## src/rtl/uart_tx_frame_arbiter_pkg.sv

```systemverilog
// Shared types and helpers for the round-robin UART TX frame arbiter.
package uart_tx_frame_arbiter_pkg;

    typedef enum logic [1:0] {
        IDLE      = 2'd0,
        SEND      = 2'd1,
        WAIT_DONE = 2'd2
    } state_t;

    // Index width for n items, never narrower than one bit.
    function automatic int clog2_min1(input int n);
        return (n <= 1) ? 1 : $clog2(n);
    endfunction

endpackage

```

## src/rtl/uart_tx_frame_arbiter_rr_arbiter.sv

```systemverilog
// Combinational round-robin arbiter: first asserted request at or above ptr, wrapping.
module rr_arbiter #(
    parameter int NUM_SRC = 2,
    parameter int IDX_W   = 1
) (
    input  logic [NUM_SRC-1:0] req,
    input  logic [IDX_W-1:0]   ptr,
    output logic [NUM_SRC-1:0] grant,
    output logic [IDX_W-1:0]   grant_idx,
    output logic               grant_any
);

    int cand;

    always_comb begin
        // NOTE: every output gets a default before the search so no path leaves a latch.
        grant     = '0;
        grant_idx = '0;
        grant_any = 1'b0;
        cand      = 0;
        // Walk from the farthest offset down so the nearest requester wins last.
        for (int off = NUM_SRC - 1; off >= 0; off--) begin
            cand = int'(ptr) + off;
            if (cand >= NUM_SRC) begin
                cand = cand - NUM_SRC;
            end
            if (req[cand]) begin
                grant_idx = IDX_W'(cand);
                grant_any = 1'b1;
            end
        end
        if (grant_any) begin
            grant[grant_idx] = 1'b1;
        end
    end

endmodule

```

## src/rtl/uart_tx_frame_arbiter.sv

```systemverilog
// Round-robin arbiter that latches one multi-byte frame per grant and streams it,
// LSB byte first, into the UART TX serializer over its VALID/Busy handshake.
module uart_tx_frame_arbiter
    import uart_tx_frame_arbiter_pkg::*;
#(
    parameter int  WIDTH     = 8,
    parameter int  NUM_SRC   = 2,
    parameter int  MAX_BYTES = 2,
    localparam int CNT_W     = $clog2(MAX_BYTES + 1),
    localparam int SRC_W     = clog2_min1(NUM_SRC)
) (
    input  logic                               CLK,
    input  logic                               RST,
    input  logic [NUM_SRC-1:0]                 SRC_VALID,
    input  logic [NUM_SRC*MAX_BYTES*WIDTH-1:0] SRC_DATA,
    input  logic [NUM_SRC*CNT_W-1:0]           SRC_NBYTES,
    output logic [NUM_SRC-1:0]                 SRC_READY,
    input  logic                               UART_TX_Busy,
    output logic                               UART_TX_VALID,
    output logic [WIDTH-1:0]                   UART_TX_DATA,
    output logic                               ARB_BUSY,
    output logic [SRC_W-1:0]                   ARB_SRC
);

    localparam int FRAME_W = MAX_BYTES * WIDTH;

    state_t               state, state_nxt;
    logic [SRC_W-1:0]     rr_ptr;
    logic [NUM_SRC-1:0]   grant;
    logic [SRC_W-1:0]     grant_idx;
    logic                 grant_any;
    logic [FRAME_W-1:0]   sel_frame;
    logic [CNT_W-1:0]     sel_nbytes_raw;
    logic [CNT_W-1:0]     sel_nbytes;
    logic [FRAME_W-1:0]   frame;
    logic [CNT_W-1:0]     nbytes;
    logic [CNT_W-1:0]     byte_idx;
    logic [CNT_W:0]       idx_inc;
    logic                 more_bytes;
    logic [WIDTH-1:0]     next_byte;

    rr_arbiter #(
        .NUM_SRC (NUM_SRC),
        .IDX_W   (SRC_W)
    ) u_rr_arbiter (
        .req       (SRC_VALID),
        .ptr       (rr_ptr),
        .grant     (grant),
        .grant_idx (grant_idx),
        .grant_any (grant_any)
    );

    assign sel_frame      = SRC_DATA[int'(grant_idx)*FRAME_W +: FRAME_W];
    assign sel_nbytes_raw = SRC_NBYTES[int'(grant_idx)*CNT_W +: CNT_W];
    assign sel_nbytes     = (sel_nbytes_raw > CNT_W'(MAX_BYTES)) ? CNT_W'(MAX_BYTES) : sel_nbytes_raw;

    assign idx_inc    = {1'b0, byte_idx} + 1'b1;
    assign more_bytes = idx_inc < {1'b0, nbytes};
    assign next_byte  = frame[int'(idx_inc)*WIDTH +: WIDTH];

    // Reset is gated in so no source sees a handshake while the block is held in reset.
    assign SRC_READY = (state == IDLE && !RST) ? grant : '0;
    assign ARB_BUSY  = (state != IDLE);

    always_comb begin
        state_nxt = state;
        case (state)
            IDLE: begin
                if (grant_any && sel_nbytes != '0) begin
                    state_nxt = SEND;
                end
            end
            SEND: begin
                if (UART_TX_Busy) begin
                    state_nxt = WAIT_DONE;
                end
            end
            WAIT_DONE: begin
                if (!UART_TX_Busy) begin
                    state_nxt = more_bytes ? SEND : IDLE;
                end
            end
            default: state_nxt = IDLE;
        endcase
    end

    always_ff @(posedge CLK) begin
        // NOTE: all clocked state uses non-blocking assignments so every register sees pre-edge values.
        if (RST) begin
            state         <= IDLE;
            UART_TX_VALID <= 1'b0;
            UART_TX_DATA  <= '0;
            byte_idx      <= '0;
            rr_ptr        <= '0;
            ARB_SRC       <= '0;
        end else begin
            state <= state_nxt;
            case (state)
                IDLE: begin
                    if (grant_any) begin
                        ARB_SRC  <= grant_idx;
                        rr_ptr   <= (int'(grant_idx) == NUM_SRC - 1) ? '0 : grant_idx + 1'b1;
                        byte_idx <= '0;
                        if (sel_nbytes != '0) begin
                            UART_TX_VALID <= 1'b1;
                            UART_TX_DATA  <= sel_frame[WIDTH-1:0];
                        end
                    end
                end
                SEND: begin
                    if (UART_TX_Busy) begin
                        UART_TX_VALID <= 1'b0;
                        UART_TX_DATA  <= '0;
                    end
                end
                WAIT_DONE: begin
                    if (!UART_TX_Busy && more_bytes) begin
                        byte_idx      <= byte_idx + 1'b1;
                        UART_TX_VALID <= 1'b1;
                        UART_TX_DATA  <= next_byte;
                    end
                end
                default: ;
            endcase
        end
    end

    // NOTE: the payload registers carry no reset; they are only read after a fresh capture.
    always_ff @(posedge CLK) begin
        if (state == IDLE && grant_any) begin
            frame  <= sel_frame;
            nbytes <= sel_nbytes;
        end
    end

endmodule
```

## config.mk

```make
export PLATFORM = sky130hd
export DESIGN_NAME = uart_tx_frame_arbiter
export DESIGN_NICKNAME = d
export VERILOG_FILES = /design/src/rtl/uart_tx_frame_arbiter_pkg.sv /design/src/rtl/uart_tx_frame_arbiter_rr_arbiter.sv /design/src/rtl/uart_tx_frame_arbiter.sv
export SDC_FILE = /design/constraint.sdc
export NUM_CORES = 1
export LEC_CHECK = 0
export CORE_MARGIN = 4
export CORE_UTILIZATION = 40
export DETAILED_ROUTE_END_ITERATION = 16
export PLACE_DENSITY = 0.83
export SYNTH_ARGS = -nofsm -noshare
export SYNTH_HDL_FRONTEND = slang
export SYNTH_HIERARCHICAL = 1
export SYNTH_SLANG_ARGS = --single-unit
```

## constraint.sdc

```tcl
create_clock -name CLK -period 1.9 [get_ports CLK]
set_input_delay 0.19 -clock CLK [delete_from_list [all_inputs] [get_ports CLK]]
set_output_delay 0.19 -clock CLK [all_outputs]
set_load 0.005 [all_outputs]
```

==> implementation parameters <==
Parameter                              Value

Route
  Number of vias per cell    5.44
  Detail Route Antenna Nets    0
  Final routed wire length divided by cell count    18.0 um
  Number of design-rule violations left by the first detailed-router iteration    77
  Overall routed net length    4.61 mm
  Detailed-route via count    1,397
  DRC Markers    0
  First-pass detailed-route iteration total    4

Layout
  Net count of the finished layout    260
  Share of post-route cells with drive strength above 1    30.3%
  Antenna diode count    0
  Number of inserted filler cells in the final layout    248
  Most frequent cells in the layout    sky130_fd_sc_hd__clkdlybuf4s50_1, sky130_fd_sc_hd__buf_4, sky130_fd_sc_hd__a221oi_2
  Sequential cell area    602 um^2
  Layout area overhead    61.1%
  Total area of multi-input combinational cells    922 um^2
  Leading cell type in the layout, fill and taps excluded    sky130_fd_sc_hd__clkdlybuf4s50_1

Run status
  Violations in the final reports    setup timing
  Result of the run    finished, violations left

Logic synthesis
  Cell area after synthesis    1470 um^2
  Main synth FF type    sky130_fd_sc_hd__dfxtp_1
  Number of warnings issued by yosys    6
  Cells after Synth    144
  Dominant cells by area after synthesis    sky130_fd_sc_hd__dfxtp_1, sky130_fd_sc_hd__edfxtp_1, sky130_fd_sc_hd__a221oi_1, sky130_fd_sc_hd__mux2i_1, sky130_fd_sc_hd__mux2_2
  Sequential-to-total area share from yosys stat    40.9%
  Number of flops mapped to enable cells by yosys    10
  Share of the synthesized area in the top cell type    20.4%
  Async set or reset register ratio after synthesis    0%
  Post-Syn Nets    192
  Number of unique standard cell types used by synthesis    34
  Average footprint of a synthesized cell    10.2 um^2
  Yosys top cell by area    sky130_fd_sc_hd__dfxtp_1
  Number of synthesized register bits    25

Floorplan
  Die Outline Area    4710 um^2
  # rows    21
  Die width    68.6 um
  Initial Util    42.7%
  Vert. Die Dim    68.6 um
  Core box area    3440 um^2
  IO Pins    54

Clock network
  Clock latency of the later-clocked register in the worst-skew pair    0.27 ns
  Clock transition at the registers of the reported paths    0.09 ns
  Number of sinks driven by the clock tree    25
  Root buffer cell    sky130_fd_sc_hd__clkbuf_8
  Maximum count of clock buffers along a single path    2
  Clock tree from TritonCTS    done
  Inserted Clock Buffers    3
  Buffer count from post-CTS setup fixing    0
  Maximum level of the CTS H-tree    1

Power and ir drop
  Pwr dens    1200 nW/um^2
  Internal power contribution    1770 uW
  Part of the power in the clock network    11.1%
  Overall power of the completed layout    2840 uW
  Power share of the combinational group    58.0%
  Switching power as a share of total power    37.8%
  Cell leakage power    0.000952 uW
  Register share of total power    30.9%
  VDD IR max    0.663 mV
  Reported net switching power    1070 uW

Critical path
  Maximum fanout along the worst path    10
  Data arrival time of the critical path    2.24 ns
  Critical path class    reg2reg
  CP Data Required Time    2.03 ns
  Nature of the critical path endpoint    register
  Kind of launch point of the worst setup path    register

Timing
  Max-Slew Margin vs Limit    60.8%
  Final hold violation count    0
  Final period utilization    111%
  Transition time at the pin with the least slew margin    0.588 ns
  Worst Clk Skew    0.00584 ns
  Shortest period the worst path allows    2.11 ns
  Worst Setup Slack, final    -0.205 ns
  FMAX    475 MHz
  RSZ-0062 raised after global routing    yes
  Setup TNS Final    -1.86 ns
  Final count of negative-setup-slack endpoints    11
  Max-slew violation count    0

Worst hold path
  Tightest Hold Check Type    reg2reg

Placement
  Half-perimeter wire length after placement    3.40 mm
  Final estimated routing congestion in global placement    0.878
  DP Worst Slack    -0.334 ns
  Count of buffers inserted at the top-level ports    53

Global routing
  Antenna violations before repair    0
  All-Layer GR Usage    21.5%
  Global-route wire length before repair    7.40 mm
  Via count of the first global-routing pass    1,547
  Grt ovf    0
  Maximum number of pins on one net before global-route repair    19

Run
  Number of max-cap violations    0
==> cells by family after synthesis <==
group                      synth area share (%)
buffers and inverters                      7.32
and+or+nand+nor                            11.7
adders and majority gates                  6.47
AOI/OAI and AO/OA                          18.6
DFF                                        40.9
muxes                                      15.1
==> synthesized netlist by cell type, types with 5 or more instances <==
library cell / instances
sky130_fd_sc_hd__dfxtp_1: 15
sky130_fd_sc_hd__mux2_2: 9
sky130_fd_sc_hd__edfxtp_1: 10
sky130_fd_sc_hd__ha_1: 6
sky130_fd_sc_hd__a221oi_1: 17
sky130_fd_sc_hd__buf_2: 5
sky130_fd_sc_hd__inv_1: 14
sky130_fd_sc_hd__nor2_1: 14
sky130_fd_sc_hd__clkbuf_1: 5
sky130_fd_sc_hd__mux2i_1: 12
==> what timing repair did <==
| action | 4_1_cts | 5_1_grt |
|---|---|---|
| pin swaps | 0 | 1 |
| setup endpoints to repair | 13 | 14 |
| hold buffers | 0 | 0 |
| gates resized for setup | 16 | 3 |
==> registers in the layout, indices dropped and copies added (netlist names) <==
| name | cells |
|---|---|
| UART_TX_DATA | 8 |
| ARB_SRC | 1 |
| UART_TX_VALID | 1 |
| frame | 8 |
| state | 2 |
| rr_ptr | 1 |
| nbytes | 2 |
| byte_idx | 2 |
==> power by group through the flow <==
stage | sequential (uW) | combinational, uW | clock, uW
global placement | 858 | 1450 | 0
floorplan | 863 | 867 | 0
global route | 894 | 1780 | 350
CTS | 878 | 1630 | 320
detailed placement | 874 | 1510 | 0
finish | 877 | 1650 | 315
==> cell type report <==
class	instances	area share [%]
clock buffer	3	1.74
inverter	14	2.22
clock inverter	1	0.211
timing repair buffer	74	29.1
tap	46	2.43
sequential	25	25.4
multi-input combinational	94	38.9
==> critical path, stage by stage (launching register included) <==
cell and delay (ns):
sky130_fd_sc_hd__edfxtp_1 0.36, sky130_fd_sc_hd__inv_2 0.05, sky130_fd_sc_hd__fa_1 0.46, sky130_fd_sc_hd__nor2b_4 0.14
sky130_fd_sc_hd__a211o_1 0.28, sky130_fd_sc_hd__buf_4 0.21, sky130_fd_sc_hd__a221oi_2 0.37, sky130_fd_sc_hd__a221oi_2 0.10
==> path summary, 6_finish.rpt <==
check	start	to	slack (ns)	cells after the start
min reg2reg	UART_TX_DATA[2]$_SDFFE_PP0P_	UART_TX_DATA[2]$_SDFFE_PP0P_	0.47	2
max reg2reg	nbytes[1]$_DFFE_PP_	UART_TX_DATA[6]$_SDFFE_PP0P_	-0.21	7
max	nbytes[1]$_DFFE_PP_	UART_TX_DATA[6]$_SDFFE_PP0P_	-0.21	7
min	UART_TX_DATA[2]$_SDFFE_PP0P_	UART_TX_DATA[2]$_SDFFE_PP0P_	0.47	2
==> per-layer routing <==
layer	GRT usage, %	routed length (um)
met1	24.3	1740
met2	37.7	2440
met3	5.35	243
met4	9.93	197
met5	0	0
==> stage by stage <==
step | util [%] | hold slack, ns | cells | instance area (um^2)
after floorplan | - | 0.371 | 144 | 1540
after global placement | 65.0 | 0.450 | 253 | 2240
after detailed placement | 65.0 | 0.454 | 253 | 2240
after CTS | 68.4 | 0.469 | 257 | 2350
after global routing | 68.8 | 0.496 | 257 | 2370
final | 68.8 | 0.468 | 257 | 2370
(Power assumes the default switching activity.)
